--- src/rtl/pong_game_ctrl.sv ---
// pong_game_ctrl: frame-rate Pong game state, paddles, ball and scores.
// Define PONG_AI_P2_EN to make the right paddle track the ball by itself.
module pong_game_ctrl #(
  parameter int WIDTH        = 640,
  parameter int HEIGHT       = 480,
  parameter int PADDLE_SPEED = 4,
  parameter int BALL_SPEED_X = 4,
  parameter int BALL_SPEED_Y = 2,
  parameter int WIN_SCORE    = 7,
  parameter int SERVE_FRAMES = 60
) (
  input  logic       clk,
  input  logic       rst_n,
  input  logic       frame_tick,
  input  logic       start,
  input  logic       p1_up,
  input  logic       p1_down,
  input  logic       p2_up,
  input  logic       p2_down,
  output logic [9:0] p1_paddle_pos,
  output logic [9:0] p2_paddle_pos,
  output logic [9:0] ball_x_pos,
  output logic [9:0] ball_y_pos,
  output logic [3:0] p1_score,
  output logic [3:0] p2_score,
  output logic       game_over
);

  localparam int PADDLE_X = 25;
  localparam int PADDLE_Y = 25;
  localparam int PADDLE_W = 20;
  localparam int PADDLE_H = 125;
  localparam int BALL     = 16;
  localparam int PMAX     = HEIGHT - 2*PADDLE_Y - PADDLE_H;
  localparam int BMAX_Y   = HEIGHT - BALL;
  localparam int CX       = 312;
  localparam int CY       = 232;
  localparam int P_RST    = 152;
  localparam int L_HIT    = PADDLE_X + PADDLE_W + 1;
  localparam int R_HIT    = WIDTH - PADDLE_X - PADDLE_W - BALL;
  localparam int CW       =
    (SERVE_FRAMES > 1) ? $clog2(SERVE_FRAMES) : 1;

  typedef enum logic [1:0] {
    IDLE,
    SERVE,
    PLAY,
    GAME_OVER
  } state_t;

  state_t        state_q, state_d;
  logic [9:0]    p1_q, p1_d;
  logic [9:0]    p2_q, p2_d;
  logic [9:0]    bx_q, bx_d;
  logic [9:0]    by_q, by_d;
  logic          dx_q, dx_d;
  logic          dy_q, dy_d;
  logic          sdir_q, sdir_d;
  logic          go_q, go_d;
  logic [3:0]    s1_q, s1_d;
  logic [3:0]    s2_q, s2_d;
  logic [CW-1:0] cnt_q, cnt_d;

  logic p2_u, p2_dn;

`ifdef PONG_AI_P2_EN
  int   p2_mid, b_mid;
  logic unused_p2;
  assign unused_p2 = p2_up ^ p2_down;
  assign p2_mid    = PADDLE_Y + int'(p2_q) + 62;
  assign b_mid     = int'(by_q) + 8;
  assign p2_u      = p2_mid > b_mid;
  assign p2_dn     = p2_mid < b_mid;
`else
  assign p2_u  = p2_up;
  assign p2_dn = p2_down;
`endif

  // int arithmetic keeps saturation free of 10-bit wrap
  function automatic logic [9:0] pad_step(
    input logic [9:0] pos,
    input logic       up,
    input logic       dn
  );
    int p;
    p = int'(pos);
    if (up && !dn)
      p = (p - PADDLE_SPEED < 0) ? 0 : p - PADDLE_SPEED;
    else if (dn && !up)
      p = (p + PADDLE_SPEED > PMAX) ? PMAX : p + PADDLE_SPEED;
    return 10'(p);
  endfunction

  int   bx_i, by_i, nx, ny;
  logic hit1, hit2, ndx, ndy;
  logic miss_l, miss_r;

  always_comb begin
    bx_i   = int'(bx_q);
    by_i   = int'(by_q);
    hit1   = (by_i + BALL - 1 >= PADDLE_Y + int'(p1_q)) &&
             (by_i <= PADDLE_Y + int'(p1_q) + PADDLE_H);
    hit2   = (by_i + BALL - 1 >= PADDLE_Y + int'(p2_q)) &&
             (by_i <= PADDLE_Y + int'(p2_q) + PADDLE_H);
    ny     = by_i;
    ndy    = dy_q;
    nx     = bx_i;
    ndx    = dx_q;
    miss_l = 1'b0;
    miss_r = 1'b0;
    if (dy_q) begin
      if (by_i + BALL_SPEED_Y >= BMAX_Y) begin
        ny  = BMAX_Y;
        ndy = 1'b0;
      end else begin
        ny = by_i + BALL_SPEED_Y;
      end
    end else if (by_i <= BALL_SPEED_Y) begin
      ny  = 0;
      ndy = 1'b1;
    end else begin
      ny = by_i - BALL_SPEED_Y;
    end
    if (dx_q) begin
      if (bx_i + BALL_SPEED_X >= R_HIT && hit2) begin
        nx  = R_HIT;
        ndx = 1'b0;
      end else if (bx_i + BALL_SPEED_X > WIDTH - BALL) begin
        miss_r = 1'b1;
      end else begin
        nx = bx_i + BALL_SPEED_X;
      end
    end else begin
      if (bx_i - BALL_SPEED_X <= L_HIT && hit1) begin
        nx  = L_HIT;
        ndx = 1'b1;
      end else if (bx_i < BALL_SPEED_X) begin
        miss_l = 1'b1;
      end else begin
        nx = bx_i - BALL_SPEED_X;
      end
    end
  end

  always_comb begin
    state_d = state_q;
    p1_d    = p1_q;
    p2_d    = p2_q;
    bx_d    = bx_q;
    by_d    = by_q;
    dx_d    = dx_q;
    dy_d    = dy_q;
    sdir_d  = sdir_q;
    s1_d    = s1_q;
    s2_d    = s2_q;
    cnt_d   = cnt_q;
    if (frame_tick) begin
      unique case (state_q)
        IDLE: begin
          if (start) begin
            state_d = SERVE;
            sdir_d  = 1'b1;
            cnt_d   = '0;
          end
        end
        SERVE: begin
          p1_d = pad_step(p1_q, p1_up, p1_down);
          p2_d = pad_step(p2_q, p2_u, p2_dn);
          bx_d = 10'(CX);
          by_d = 10'(CY);
          if (cnt_q == CW'(SERVE_FRAMES - 1)) begin
            state_d = PLAY;
            dx_d    = sdir_q;
            dy_d    = 1'b1;
          end else begin
            cnt_d = cnt_q + CW'(1);
          end
        end
        PLAY: begin
          p1_d = pad_step(p1_q, p1_up, p1_down);
          p2_d = pad_step(p2_q, p2_u, p2_dn);
          bx_d = 10'(nx);
          by_d = 10'(ny);
          dx_d = ndx;
          dy_d = ndy;
          // a miss re-centres the ball and serves toward the loser
          if (miss_r || miss_l) begin
            bx_d  = 10'(CX);
            by_d  = 10'(CY);
            cnt_d = '0;
            if (miss_r) begin
              s1_d   = s1_q + 4'd1;
              sdir_d = 1'b1;
            end else begin
              s2_d   = s2_q + 4'd1;
              sdir_d = 1'b0;
            end
            if ((miss_r && s1_d == 4'(WIN_SCORE)) ||
                (miss_l && s2_d == 4'(WIN_SCORE)))
              state_d = GAME_OVER;
            else
              state_d = SERVE;
          end
        end
        GAME_OVER: begin
          bx_d = 10'(CX);
          by_d = 10'(CY);
          if (start) begin
            state_d = SERVE;
            s1_d    = '0;
            s2_d    = '0;
            sdir_d  = 1'b1;
            cnt_d   = '0;
          end
        end
        default: state_d = IDLE;
      endcase
    end
    go_d = (state_d == GAME_OVER);
  end

  always_ff @(posedge clk or negedge rst_n) begin
    if (!rst_n) begin
      state_q <= IDLE;
      p1_q    <= 10'(P_RST);
      p2_q    <= 10'(P_RST);
      bx_q    <= 10'(CX);
      by_q    <= 10'(CY);
      dx_q    <= 1'b1;
      dy_q    <= 1'b1;
      sdir_q  <= 1'b1;
      go_q    <= 1'b0;
      s1_q    <= '0;
      s2_q    <= '0;
      cnt_q   <= '0;
    end else begin
      state_q <= state_d;
      p1_q    <= p1_d;
      p2_q    <= p2_d;
      bx_q    <= bx_d;
      by_q    <= by_d;
      dx_q    <= dx_d;
      dy_q    <= dy_d;
      sdir_q  <= sdir_d;
      go_q    <= go_d;
      s1_q    <= s1_d;
      s2_q    <= s2_d;
      cnt_q   <= cnt_d;
    end
  end

  assign p1_paddle_pos = p1_q;
  assign p2_paddle_pos = p2_q;
  assign ball_x_pos    = bx_q;
  assign ball_y_pos    = by_q;
  assign p1_score      = s1_q;
  assign p2_score      = s2_q;
  assign game_over     = go_q;

endmodule

--- config.mk ---
export PLATFORM = sky130hd
export DESIGN_NAME = pong_game_ctrl
export DESIGN_NICKNAME = d
export VERILOG_FILES = /design/src/rtl/pong_game_ctrl.sv
export SDC_FILE = /design/constraint.sdc
export NUM_CORES = 1
export LEC_CHECK = 0
export BUFFER_PORTS_ARGS = -buffer_cell sky130_fd_sc_hd__buf_2
export CORE_ASPECT_RATIO = 1.25
export CORE_MARGIN = 10
export CORE_UTILIZATION = 62
export DETAILED_ROUTE_END_ITERATION = 7
export PLACE_DENSITY_LB_ADDON = 0.12
export SKIP_CTS_REPAIR_TIMING = 1
export SYNTH_ARGS = -nofsm -noshare
export SYNTH_HDL_FRONTEND = slang
export SYNTH_SLANG_ARGS = --single-unit
--- constraint.sdc ---
create_clock -name clk -period 5.75 [get_ports clk]
set_input_delay 0 -clock clk [delete_from_list [all_inputs] [get_ports clk]]
set_output_delay 0 -clock clk [all_outputs]
set_load 0.1 [all_outputs]
==> impl_metrics.yaml <==
outcome:
  status: "completed"
finish:
  n_antenna_cell: 0
  fin_util_pct: 68.8
  fin_nets: 890
  drive_gt1_share_pct: 13.2
  layout.filler_cells: 836
  stdcell_area_um2: 6680
  synthToLayoutAreaGrowth_pct: 7.70
yosys:
  yosys.cell_types.count: 81
  synth.most_common_cell: "nand2_1"
  synth_warnings: 0
  synth_common_cells: "nand2_1 (81), nor2_1 (73), ha_1 (62), o21ai_0 (60), a21oi_1 (47)"
  ys_seq_elements: 57
  synth_area_leaders: "dfrtp_1 (16%), ha_1 (13%), dfstp_2 (7.2%)"
  synth-edff-count: 0
  ys.flop_type: "dfrtp_1"
  async_reset_ff_share_pct: 100
  synth_area_um2: 6210
  postSynthCellCount: 804
  seq_area_frac_synth_pct: 23.3
  yosys.area.top_type_share_pct: 16.1
  yosysTopAreaCell: "dfrtp_1"
  synth.avg_cell_area_um2: 7.72
floorplan:
  die_w_um: 109
  num_rows: 40
  coreArea_um2: 9710
  die_area_um2: 14400
  io_pins: 57
  floorplan.initialDensity_pct: 63.9
  die_h_um: 132
power:
  finalPower_uw: 4320
  power_density_nw_per_um2: 646
  max-vdd-ir-drop_uv: 531
  p_leak_uw: 0.00279
route:
  drc: 0
  drt_pass1_iterations: 6
  detail-route-antenna-nets: 0
  vias: 6176
  drtIter0Drc: 477
  routed_via_density: 6.49
  wl_per_cell_um: 17.6
  drt-total-wl_mm: 16.8
worst_setup_path:
  r2r_end: "p2_score[2]$_DFFE_PN0P_"
  startpoint_type: "flop"
  path_class: "flop to flop"
  path_max_fanout: 17
  arrival_ns: 4.90
  cp_common_cell: "ha_1"
  required_ns: 6.03
  r2r_slack_ns: 1.13
  regToRegStartpoint: "ball_y_pos[1]$_DFFE_PN0P_"
  worstPathCellList: "inv_1 > ha_1 > nand2b_1 > nand4_1 > xnor2_1 > ha_1 > a21o_1 > a2111oi_0 > o31ai_1 > o211ai_1 > o31ai_4 > or2_1 > a31o_2 > or4_1 > nand3_1"
  worst_r2r_path_depth: 15
  endpoint_kind: "flop"
  cpPeakStageDelay_ns: 0.66
  slowest_stage: "dfrtp_1"
timing:
  setup_tns_ns: 0
  worst_pin_slew_ns: 0.907
  setup_violations: 0
  skew_ns: 0.00582
  fin_crit_sh_pct: 80.3
  rsz0062_at_grt: "no"
  min_period_ns: 4.62
  final.setup.worst_slack_ns: 1.13
  max_freq_ghz: 0.217
  drv_slew: 0
  hold_viol_final: 0
  slew-limit-headroom_pct: 39.3
placed_design:
  post-place-ws_ns: 1.16
  place.gp.congestion: 0.953
  dp.final_hpwl_mm: 12.2
  place_area_um2: 6390
  port_buffers: 53
grt:
  grt_pass1_vias: 5877
  grt_max_degree: 58
  gr-total-overflow: 0
  grt_pass1_wl_mm: 28.0
  antenna_found_initial: 0
  grt_util_all_layers_pct: 23.1
cts:
  root_buffer: "clkbuf_16"
  numClockSinks: 57
  clk-insertion-delay-late_ns: 0.34
  cts_buffers: 9
  htree_num_levels: 3
  clkSlewWorstSetupHoldPaths_ns: 0.05
  max-clock-path-buffers: 2
  cts_tree: "built"
hold_path:
  holdCritPathClass: "input pin to flop"
  holdPathEnd: "state_q[0]$_DFF_PN0_"
  min-delay-start: "start"
  hold_depth: 3
flow_run:
  max_cap_violations: 0
[layout make-up]
cell class	instances	area (µm²)	share of cell area, %
multi-input combinational	660	4370	65.4
sequential	57	1450	21.7
timing repair buffer	55	283	4.23
clock buffer	12	256	3.84
tap	126	158	2.36
inverter	37	139	2.08
clock inverter	4	28.8	0.431
[through the flow]
stage | hold WS, ns | std cells
after floorplan | -0.296 | 806
after global placement | 0.199 | 934
after detailed placement | 0.205 | 934
after CTS | -0.152 | 950
after global routing | 0.120 | 951
final | 0.104 | 951
[routing by layer]
metal	up-vias	share of wire, %	track usage [%]
met5	-	0	0
met4	0	2.4	9.71
met3	29	6.5	2.74
met2	240	49	38.7
met1	2926	42	28.6
li1	2981	-	-
[cells in the final DEF (no fill, tap or decap), drive strengths merged, types with 6 or more instances in the layout]
cell type  instances
a31oi             11
mux2i              7
nor4               8
dfstp             17
dfrtp             40
xnor2             23
o21ai             67
a221oi             7
clkbuf            12
a22o               7
nand2b            15
nor2              73
and3              10
ha                62
nand4             16
o211ai             8
or2                7
nor3              26
inv               37
o22ai              8
a21oi             47
nand2             81
nand3             30
xor2              20
buf               54
nor2b             14
o31ai              6
[report_power, final]
part	switching, µW	internal, µW
Clock	200	315
Sequential	424	574
Combinational	1910	896
[kinds of logic after synthesis]
group / count (synthesis) / share of synthesized area, %
other cells: 1 / 0.0604
mux: 9 / 1.49
buf+inv: 89 / 6.35
flops: 57 / 23.3
fa+ha+maj: 62 / 12.5
xor+xnor: 43 / 6.07
compound gates: 228 / 25.0
simple gates: 315 / 25.2
[worst max-delay path: cells and delay by family, from the launching register on]
| family | cells | cell delay (ns) |
|---|---|---|
| buf+inv | 1 | 0.13 |
| flops | 1 | 0.66 |
| compound gates | 6 | 1.67 |
| fa+ha+maj | 2 | 0.55 |
| simple gates | 5 | 1.29 |
| xor+xnor | 1 | 0.25 |
[registers in the layout, summed over array words and instances, names as in the netlist, 2 cells and up]
| register | count |
|---|---|
| p1_paddle_pos | 9 |
| p2_paddle_pos | 9 |
| p1_score | 4 |
| ball_y_pos | 9 |
| ball_x_pos | 10 |
| cnt_q | 6 |
| state_q | 2 |
| p2_score | 4 |
[worst max-delay path by stage]
stage                                    from                      end  slack (ns)  cells past startpoint
floorplan           ball_y_pos[1]$_DFFE_PN0P_  p1_score[3]$_DFFE_PN0P_        1.06                     17
global placement    ball_y_pos[1]$_DFFE_PN0P_  p2_score[2]$_DFFE_PN0P_        1.37                     15
detailed placement  ball_y_pos[1]$_DFFE_PN0P_  p2_score[2]$_DFFE_PN0P_        1.16                     15
CTS                 ball_y_pos[1]$_DFFE_PN0P_  p2_score[2]$_DFFE_PN0P_        1.16                     15
global route        ball_y_pos[1]$_DFFE_PN0P_     cnt_q[3]$_DFFE_PN0P_        0.79                     15
finish              ball_y_pos[1]$_DFFE_PN0P_  p2_score[2]$_DFFE_PN0P_        1.13                     15
No activity file was read; power rests on OpenSTA's default activity.
